### src/rtl/uart_tx_feeder_pkg.sv
// Shared definitions for uart_tx_feeder: downstream UART register map,
// STATUS busy bit and the feeder FSM state encoding.
package uart_tx_feeder_pkg;

    localparam logic [31:0] CTRL_OFS        = 32'h0000_0000;
    localparam logic [31:0] STATUS_OFS      = 32'h0000_0004;
    localparam logic [31:0] TXDATA_OFS      = 32'h0000_000C;
    localparam int          STATUS_BUSY_BIT = 0;
    localparam logic [31:0] CTRL_TX_EN      = 32'h0000_0001;
    localparam logic [7:0]  LF_BYTE         = 8'h0A;
    localparam logic [7:0]  CR_BYTE         = 8'h0D;

    typedef enum logic [2:0] {
        INIT,
        INIT_RSP,
        IDLE,
        RD_STAT,
        RD_RSP,
        WR_TX,
        WR_RSP
    } state_t;

endpackage

### src/rtl/sync_fifo.sv
// Single-clock FIFO with extra-MSB pointers; a push alongside a pop is
// accepted even when full, so the occupancy stays unchanged.
module sync_fifo #(
    parameter int DEPTH = 16,
    parameter int WIDTH = 8
) (
    input  logic             clk,
    input  logic             rst,
    input  logic             push,
    input  logic [WIDTH-1:0] din,
    input  logic             pop,
    output logic [WIDTH-1:0] dout,
    output logic             full,
    output logic             empty
);

    localparam int AW = $clog2(DEPTH);
    localparam logic [AW:0] PTR_ONE = {{AW{1'b0}}, 1'b1};

    logic [WIDTH-1:0] mem [DEPTH];
    logic [AW:0]      wr_ptr;
    logic [AW:0]      rd_ptr;
    logic             do_push;
    logic             do_pop;

    assign do_pop  = pop & ~empty;
    assign do_push = push & (~full | do_pop);

    always_ff @(posedge clk or posedge rst) begin
        if (rst) begin
            wr_ptr <= '0;
            rd_ptr <= '0;
        end else begin
            if (do_push) wr_ptr <= wr_ptr + PTR_ONE;
            if (do_pop)  rd_ptr <= rd_ptr + PTR_ONE;
        end
    end

    always_ff @(posedge clk) begin
        if (do_push) mem[wr_ptr[AW-1:0]] <= din;
    end

    assign dout  = mem[rd_ptr[AW-1:0]];
    assign empty = (wr_ptr == rd_ptr);
    assign full  = (wr_ptr[AW] != rd_ptr[AW]) && (wr_ptr[AW-1:0] == rd_ptr[AW-1:0]);

endmodule

### src/rtl/uart_tx_feeder.sv
// Buffers bytes and feeds them to a memory-mapped UART, polling STATUS
// before each TXDATA write. Define UART_TX_FEEDER_CRLF_EN to expand LF into CR,LF.
module uart_tx_feeder
    import uart_tx_feeder_pkg::*;
#(
    parameter int          DEPTH     = 16,
    parameter logic [31:0] UART_BASE = 32'h3000_0000
) (
    input  logic        clk,
    input  logic        rst,
    input  logic [7:0]  byte_i,
    input  logic        byte_valid_i,
    output logic        byte_ready_o,
    output logic        fifo_empty_o,
    output logic [31:0] addr_o,
    output logic [31:0] data_o,
    output logic [3:0]  sel_o,
    output logic        we_o,
    output logic        req_valid_o,
    input  logic        req_ready_i,
    input  logic [31:0] data_i,
    input  logic        rsp_valid_i,
    output logic        rsp_ready_o
);

    // Bus handshake: a request transfers on a cycle where req_valid_o and
    // req_ready_i are both high, and addr_o/data_o/we_o hold until then;
    // a response transfers when rsp_valid_i and rsp_ready_o are both high.

    state_t     state;
    state_t     next_state;
    logic [7:0] head;
    logic [7:0] tx_byte;
    logic       fifo_full;
    logic       fifo_empty;
    logic       push;
    logic       pop;
    logic       req_fire;
    logic       rsp_fire;
    logic       lf_pending;
    logic       unused_rdata;

    assign push         = byte_valid_i & byte_ready_o;
    assign byte_ready_o = ~fifo_full;
    assign fifo_empty_o = fifo_empty;
    assign sel_o        = 4'b0001;
    assign req_fire     = req_valid_o & req_ready_i;
    assign rsp_ready_o  = state inside {INIT_RSP, RD_RSP, WR_RSP};
    assign rsp_fire     = rsp_valid_i & rsp_ready_o;
    assign unused_rdata = ^data_i;

    sync_fifo #(
        .DEPTH(DEPTH),
        .WIDTH(8)
    ) u_fifo (
        .clk  (clk),
        .rst  (rst),
        .push (push),
        .din  (byte_i),
        .pop  (pop),
        .dout (head),
        .full (fifo_full),
        .empty(fifo_empty)
    );

`ifdef UART_TX_FEEDER_CRLF_EN
    // Set once the CR ahead of a head-of-queue LF has gone out.
    logic cr_sent;

    assign lf_pending = (head == LF_BYTE) && !cr_sent;

    always_ff @(posedge clk or posedge rst) begin
        if (rst)                                cr_sent <= 1'b0;
        else if (state == WR_RSP && rsp_fire)   cr_sent <= lf_pending;
    end
`else
    assign lf_pending = 1'b0;
`endif

    assign tx_byte = lf_pending ? CR_BYTE : head;

    always_comb begin
        next_state = state;
        pop        = 1'b0;
        case (state)
            INIT:     if (req_fire) next_state = INIT_RSP;
            INIT_RSP: if (rsp_fire) next_state = IDLE;
            IDLE:     if (!fifo_empty) next_state = RD_STAT;
            RD_STAT:  if (req_fire) next_state = RD_RSP;
            RD_RSP:   if (rsp_fire) next_state = data_i[STATUS_BUSY_BIT] ? RD_STAT : WR_TX;
            WR_TX:    if (req_fire) next_state = WR_RSP;
            WR_RSP: begin
                if (rsp_fire) begin
                    next_state = IDLE;
                    pop        = !lf_pending;
                end
            end
            default:  next_state = INIT;
        endcase
    end

    // Request fields load only while no request is on the bus, so they
    // cannot move under a stalled request.
    always_ff @(posedge clk or posedge rst) begin
        if (rst) begin
            state       <= INIT;
            req_valid_o <= 1'b0;
            addr_o      <= '0;
            data_o      <= '0;
            we_o        <= 1'b0;
        end else begin
            state       <= next_state;
            req_valid_o <= next_state inside {INIT, RD_STAT, WR_TX};
            if (!req_valid_o || req_fire) begin
                case (next_state)
                    INIT: begin
                        addr_o <= UART_BASE + CTRL_OFS;
                        data_o <= CTRL_TX_EN;
                        we_o   <= 1'b1;
                    end
                    RD_STAT: begin
                        addr_o <= UART_BASE + STATUS_OFS;
                        data_o <= '0;
                        we_o   <= 1'b0;
                    end
                    WR_TX: begin
                        addr_o <= UART_BASE + TXDATA_OFS;
                        data_o <= {24'h0, tx_byte};
                        we_o   <= 1'b1;
                    end
                    default: ;
                endcase
            end
        end
    end

endmodule
### config.mk
export PLATFORM = sky130hd
export DESIGN_NAME = uart_tx_feeder
export DESIGN_NICKNAME = d
export VERILOG_FILES = /design/src/rtl/uart_tx_feeder_pkg.sv /design/src/rtl/sync_fifo.sv /design/src/rtl/uart_tx_feeder.sv
export SDC_FILE = /design/constraint.sdc
export NUM_CORES = 1
export LEC_CHECK = 0
export BUFFER_PORTS_ARGS = -buffer_cell sky130_fd_sc_hd__buf_2
export CORE_MARGIN = 1.5
export CORE_UTILIZATION = 55
export CTS_CLUSTER_SIZE = 8
export DETAILED_ROUTE_END_ITERATION = 16
export PLACE_DENSITY_LB_ADDON = 0.2
export REMOVE_ABC_BUFFERS = 1
export SLEW_MARGIN = 20
export SYNTH_ARGS = -nofsm -noshare
export SYNTH_HDL_FRONTEND = slang
export SYNTH_HIERARCHICAL = 1
export SYNTH_SLANG_ARGS = --single-unit
### constraint.sdc
create_clock -name clk -period 2.75 [get_ports clk]
set_clock_uncertainty 0.1 [all_clocks]
set_input_delay 0.1375 -clock clk [delete_from_list [all_inputs] [get_ports clk]]
set_output_delay 0.1375 -clock clk [all_outputs]
set_load 0.1 [all_outputs]
## After elaboration in Yosys (flattened, before gate mapping)

Memories as Yosys holds them, arrays and structs flattened.
Cells that the tools add are included.

| operators by class | value |
|---|---|
| $add $sub $neg | 2 |
| eq/ne operators | 11 |
| mux-type cells | 15 |
| bitwise gates (word level) | 8 |
| reduce and logical (&&, ||, !) cells | 12 |

Operators by type and width:

| cell | count |
|---|---|
| $pmux 32 s3 | 2 |
| $mux 3 | 7 |
| $pmux 3 s6 | 1 |
| $eq 3x3->1 const B | 4 |
| $add 5x1->5 const B | 2 |
| $eq 3x2->1 const B | 3 |
| $logic_not 3->1 | 2 |
| $reduce_bool 3->1 | 2 |
| $and 1x1->1 | 5 |
| $eq 5x5->1 | 1 |
| $eq 4x4->1 | 1 |
| $mux 1 | 4 |
| $reduce_and 2->1 | 2 |
| $reduce_or 2->1 | 2 |
| $eq 3x1->1 const B | 1 |
| $not 1->1 | 2 |
| $pmux 1 s2 | 1 |
| $reduce_bool 2->1 | 1 |
| $logic_and 1x1->1 | 1 |
| $logic_not 1->1 | 1 |
| $logic_or 1x1->1 | 1 |
| $ne 1x1->1 | 1 |
| $or 1x1->1 | 1 |

| word-level totals | value |
|---|---|
| register bits | 79 |
| bits in writable memories | 128 |
| memories kept | 1 |

Memory list:

| name | depth | width | rd ports | clocked after Yosys merged registers in | write ports | line | RTL |
|---|---|---|---|---|---|---|---|
| u_fifo.mem | 16 | 8 | 1 | 0 | 1 | sync_fifo.sv:20 | `logic [WIDTH-1:0] mem [DEPTH];` |

## Logic depth before layout (Yosys ltp)

| depth | value |
|---|---|
| depth in word-level cells | 10 |
| depth in mapped cells | 11 |
| gate-level depth less buffers | 9 |

## By module

The synthesis kept the hierarchy.

By module, submodules not included:

| module | times used | cells each | area each (um^2) | sequential area each (um^2) |
|---|---|---|---|---|
| sync_fifo | 1 | 268 | 5,624.1 | 4,093.9 |
| uart_tx_feeder | 1 | 145 | 1,343.8 | 400.4 |

## Worst setup path before layout

No wires, ideal clock.

| path | value |
|---|---|
| path kind | reg2reg |
| start | register u_fifo.rd_ptr[1] |
| end | register addr_o[3] |
| setup time | 0.120 ns |
| arrival time | 2.847 ns |
| required time | 2.530 ns |
| setup slack | -0.317 ns |
| stages on the path, launching flop included | 11 |
| path through | dfrtp_1 > buf_6 > xnor2_4 > nand4_4 > or2b_4 > inv_1 > nand2b_1 > nand3b_1 > nand3_2 > or4b_1 > a31o_1 |

| on the way | value |
|---|---|
| word-level cells in the longest chain between the ends | 6 |
| elaborated cells on any way between the ends | 9 |
| those cells by class | eq/ne (3); mux (3); reduce/logical (3) |

Ends and longest elaborated chain:

| what | line | RTL |
|---|---|---|
| start: declaration | sync_fifo.sv:22 | `logic [AW:0] rd_ptr;` |
| start signal: assignment | sync_fifo.sv:35 | `if (do_pop) rd_ptr <= rd_ptr + PTR_ONE;` |
| $eq 5x5->1 * | sync_fifo.sv:44 | `assign empty = (wr_ptr == rd_ptr);` |
| via fifo_empty_o | uart_tx_feeder.sv:14 | `output logic fifo_empty_o,` |
| $mux 3 * | uart_tx_feeder.sv:88 | `IDLE: if (!fifo_empty) next_state = RD_STAT;` |
| $pmux 3 s6 * | uart_tx_feeder.sv:85 | `case (state)` |
| via next_state[0] | uart_tx_feeder.sv:31 | `state_t next_state;` |
| $eq 3x2->1, or another cell as far along | uart_tx_feeder.sv:115 | `case (next_state)` |
| $reduce_bool 3->1 (no line) | -- |  |
| $reduce_and 2->1 (no line) | -- |  |
| end signal: assignment | uart_tx_feeder.sv:117 | `addr_o <= UART_BASE + CTRL_OFS;` |
| end signal: assignment | uart_tx_feeder.sv:122 | `addr_o <= UART_BASE + STATUS_OFS;` |
| end signal: assignment | uart_tx_feeder.sv:127 | `addr_o <= UART_BASE + TXDATA_OFS;` |
| end: declaration | uart_tx_feeder.sv:15 | `output logic [31:0] addr_o,` |

The timed path passes the listed nets; every way through them passes the cells marked *. The select of a mux whose other input is x is not followed.
A chain may end at the register's enable or synchronous reset.

## Worst setup path after layout

| path | value |
|---|---|
| start | register u_fifo.wr_ptr[0] |
| end | register addr_o[3] |

| on the way | value |
|---|---|
| word-level cells in the longest chain between the ends | 6 |
| elaborated cells on any way between the ends | 9 |
| those cells by class | eq/ne (3); mux (3); reduce/logical (3) |

Ends and longest elaborated chain:

| what | line | RTL |
|---|---|---|
| start: declaration | sync_fifo.sv:21 | `logic [AW:0] wr_ptr;` |
| start signal: assignment | sync_fifo.sv:34 | `if (do_push) wr_ptr <= wr_ptr + PTR_ONE;` |
| $eq 5x5->1 * | sync_fifo.sv:44 |  |
| $mux 3 * | uart_tx_feeder.sv:88 |  |
| $pmux 3 s6 * | uart_tx_feeder.sv:85 |  |
| via next_state[0] | uart_tx_feeder.sv:31 |  |
| $eq 3x2->1, or another cell as far along | uart_tx_feeder.sv:115 |  |
| $reduce_bool 3->1 (no line) | -- |  |
| $reduce_and 2->1 (no line) | -- |  |

Marked as above.

==> results.ini <==
[placement]
placed_cell_area_um2=7100
place_inst=602
io_buffers=30
dp_hpwl_um=8010
gp_routability_congestion=0.821
pre_cts_ws_ns=0.0269

[clock_network]
cts_max_level=4
cts_tree=yes
clk_latency_ns=0.42
cts_buffer_depth=2
cts.reportedPaths.clkPinSlew_ns=0.06
root_buffer=clkbuf_16
tritoncts.num_buffers=17
clock_sinks=154

[power]
p_int_mw=5.47
swShare_pct=38.7
p_leak_nw=2.86
vdd_ir_drop_max_mv=0.821
power.density_nw_per_um2=1150
seqPwrFrac_pct=34.9
comb_power_share_pct=38.4
p_clk_share_pct=26.8
switchingPower_mw=3.46

[timing]
worst_pin_slew_ns=0.751
setup_slack_ns=0.162
setup_viol=0
finalCriticalPeriod_ns=2.59
drv_slew=0
hold-worst-slack_ns=0.0218
min_period_over_period_pct=94.1
slew_headroom_pct=49.2
max_freq_mhz=386
hold_viol_final=0
grt_setup_unrepaired=no

[critical_path]
cp.arrival_ns=2.80
max_stage_delay_ns=0.56
required_ns=2.96
cp_cell_sequence=xnor2_4 -> nand4_4 -> or2b_4 -> inv_1 -> nand2b_1 -> nand3b_1 -> nand3_2 -> or4b_1 -> a31o_1
cp-start-kind=flip-flop
critPathSlowestCell=or4b_1
endpoint_kind=flip-flop
crit_fanout=6
critPathKind=flip-flop to flip-flop

[floorplan]
fp.dieW_um=116
dieArea_um2=13400
rows=40
die_height_um=116
coreArea_um2=12200
ioPinCount=118
start_util_pct=57.3

[routing]
viasPerCell=5.49
drtPass1Iterations=4
finalWirelength_um=12600
post-route-drc-count=0
wl_per_cell_um=19.8
postRouteAntennaNets=0
drt_iter0_drc=295
vias=3484

[logic_synthesis]
ys_types=58
synth_area_um2=6970
synth-seq-cells=154
async_flop_share_pct=16.9
synth_edf_count=128
yosysSeqAreaShare_pct=64.5
synth_warnings=6
syn_area_per_cell_um2=16.9
netlist_instances=413
dominantRegCellSynth=edfxtp_1

[layout]
fin_area_um2=7730
layout-drive-gt1-share_pct=27.2
finalNonFillerCells=635
fill_cells=885
areaGrowthSynthToFinish_pct=11.0
insertedDiodeCount=0
final_nets=504
layout_common_cells=128 x edfxtp_1, 56 x conb_1, 32 x mux4_2
final_common_cell=edfxtp_1

[global_route]
grt_pass1_wl_um=19500
antenna_found_initial=0
first_global_vias=3396
grt_overflow_total=0
grt_max_degree=36
grt.total_usage_pct=20.7

[run_status]
status=complete, no violations

[flow_run]
cap_violations=0

[worst_hold_path]
hold_class=primary input to flip-flop

==> final cells by class <==
| type | instances | area (µm²) | area share, % |
|---|---|---|---|
| clock buffer | 17 | 425 | 5.50 |
| clock inverter | 15 | 186 | 2.41 |
| inverter | 8 | 30.0 | 0.388 |
| multi-input combinational | 228 | 2090 | 27.1 |
| sequential | 154 | 4500 | 58.1 |
| tap | 168 | 210 | 2.72 |
| timing repair buffer | 45 | 293 | 3.79 |
==> critical path: cells and delay by family (launching register included) <==
| family | cells | cell delay [ns] |
|---|---|---|
| buffers and inverters | 1 | 0.12 |
| AO/OA/AOI/OAI | 1 | 0.23 |
| XOR/XNOR | 1 | 0.19 |
| flip-flops | 1 | 0.49 |
| AND/OR/NAND/NOR | 6 | 1.34 |
==> kinds of logic (layout without fill, tap and decap cells) <==
| logic type | after synthesis | after routing | share of synthesized area, % |
|---|---|---|---|
| flip-flops | 154 | 154 | 64.5 |
| buffers and inverters | 85 | 85 | 8.51 |
| AND/OR/NAND/NOR | 74 | 74 | 6.82 |
| AO/OA/AOI/OAI | 46 | 46 | 5.62 |
| multiplexers | 34 | 34 | 10.7 |
| XOR/XNOR | 13 | 13 | 2.82 |
| adder cells (fa/ha/maj) | 5 | 5 | 0.898 |
| other | 2 | 56 | 0.108 |
==> per-stage QoR <==
stage / total power, mW / util [%] / setup TNS [ns]
2_1_floorplan: 5.83 / - / -75.56
3_3_place_gp: 6.50 / 58.4 / 0
3_5_place_dp: 6.57 / 58.4 / 0
4_1_cts: 8.97 / 63.5 / 0
5_1_grt: 9.33 / 63.6 / 0
6_report: 8.92 / 63.6 / 0
==> sequential cells by signal (all words and copies together), names as in the netlist <==
register and cells:
addr_o 3, data_o 8, req_valid_o 1, state 3
u_fifo/mem 128, u_fifo/rd_ptr 5, u_fifo/wr_ptr 5, we_o 1
==> path summary, 6_finish.rpt <==
kind	startpoint	endpoint	slack [ns]	cells after the start
worst max-delay path	u_fifo/wr_ptr[0]	addr_o[3]	0.16	9
worst min-delay path	data_i[0]	req_valid_o	0.02	3
worst max register to register	u_fifo/wr_ptr[0]	addr_o[3]	0.16	9
worst min register to register	addr_o[28]	addr_o[28]	0.38	1
max in group asynchronous	rst	addr_o[2]	1.91	3
min in group asynchronous	rst	u_fifo/rd_ptr[4]	0.16	3
==> power groups by stage <==
| stage | sequential [mW] | combinational (mW) | clock (mW) |
|---|---|---|---|
| finish | 3.11 | 3.42 | 2.39 |
| global route | 3.15 | 3.63 | 2.54 |
| CTS | 3.11 | 3.42 | 2.43 |
| detailed placement | 3.16 | 3.40 | 0 |
| global placement | 3.14 | 3.36 | 0 |
| floorplan | 3.92 | 1.91 | 0 |
==> metal layers <==
layer	vias to the layer above	GRT usage (%)	wire (µm)
met1	1787	28.9	5510
met5	-	0	0
met4	0	8.64	235
li1	1567	-	-
met2	116	32.0	6190
met3	14	4.65	661
==> cells in the mapped netlist, drive strengths merged (2+ instances only) <==
cell type	instances	area, µm²
nand4	5	46.3
clkbuf	5	18.8
conb	2	7.51
dfrtp	26	651
a22oi	16	120
nand2b	6	37.5
nand3	5	42.5
a22o	7	61.3
nor4bb	2	20.0
and3b	2	17.5
inv	8	30.0
a31o	2	17.5
edfxtp	128	3840
nand2	11	43.8
o2bb2ai	2	17.5
and2	2	12.5
mux2	2	26.3
ha	5	62.6
mux4	32	721
and3	16	100
o21ai	5	28.8
nor2b	11	71.3
a31oi	3	33.8
buf	72	544
xnor2	12	188
nor2	7	26.3
and2b	2	15.0
==> timing repair <==
| item | in CTS | in global routing |
|---|---|---|
| gates resized for setup | 0 | 2 |
| setup endpoints to repair | 0 | 16 |
| hold buffers | 1 | 0 |
| buffers inserted | 0 | 0 |
| hold endpoints to repair | 26 | 0 |
No activity file was read; power rests on OpenSTA's default activity.
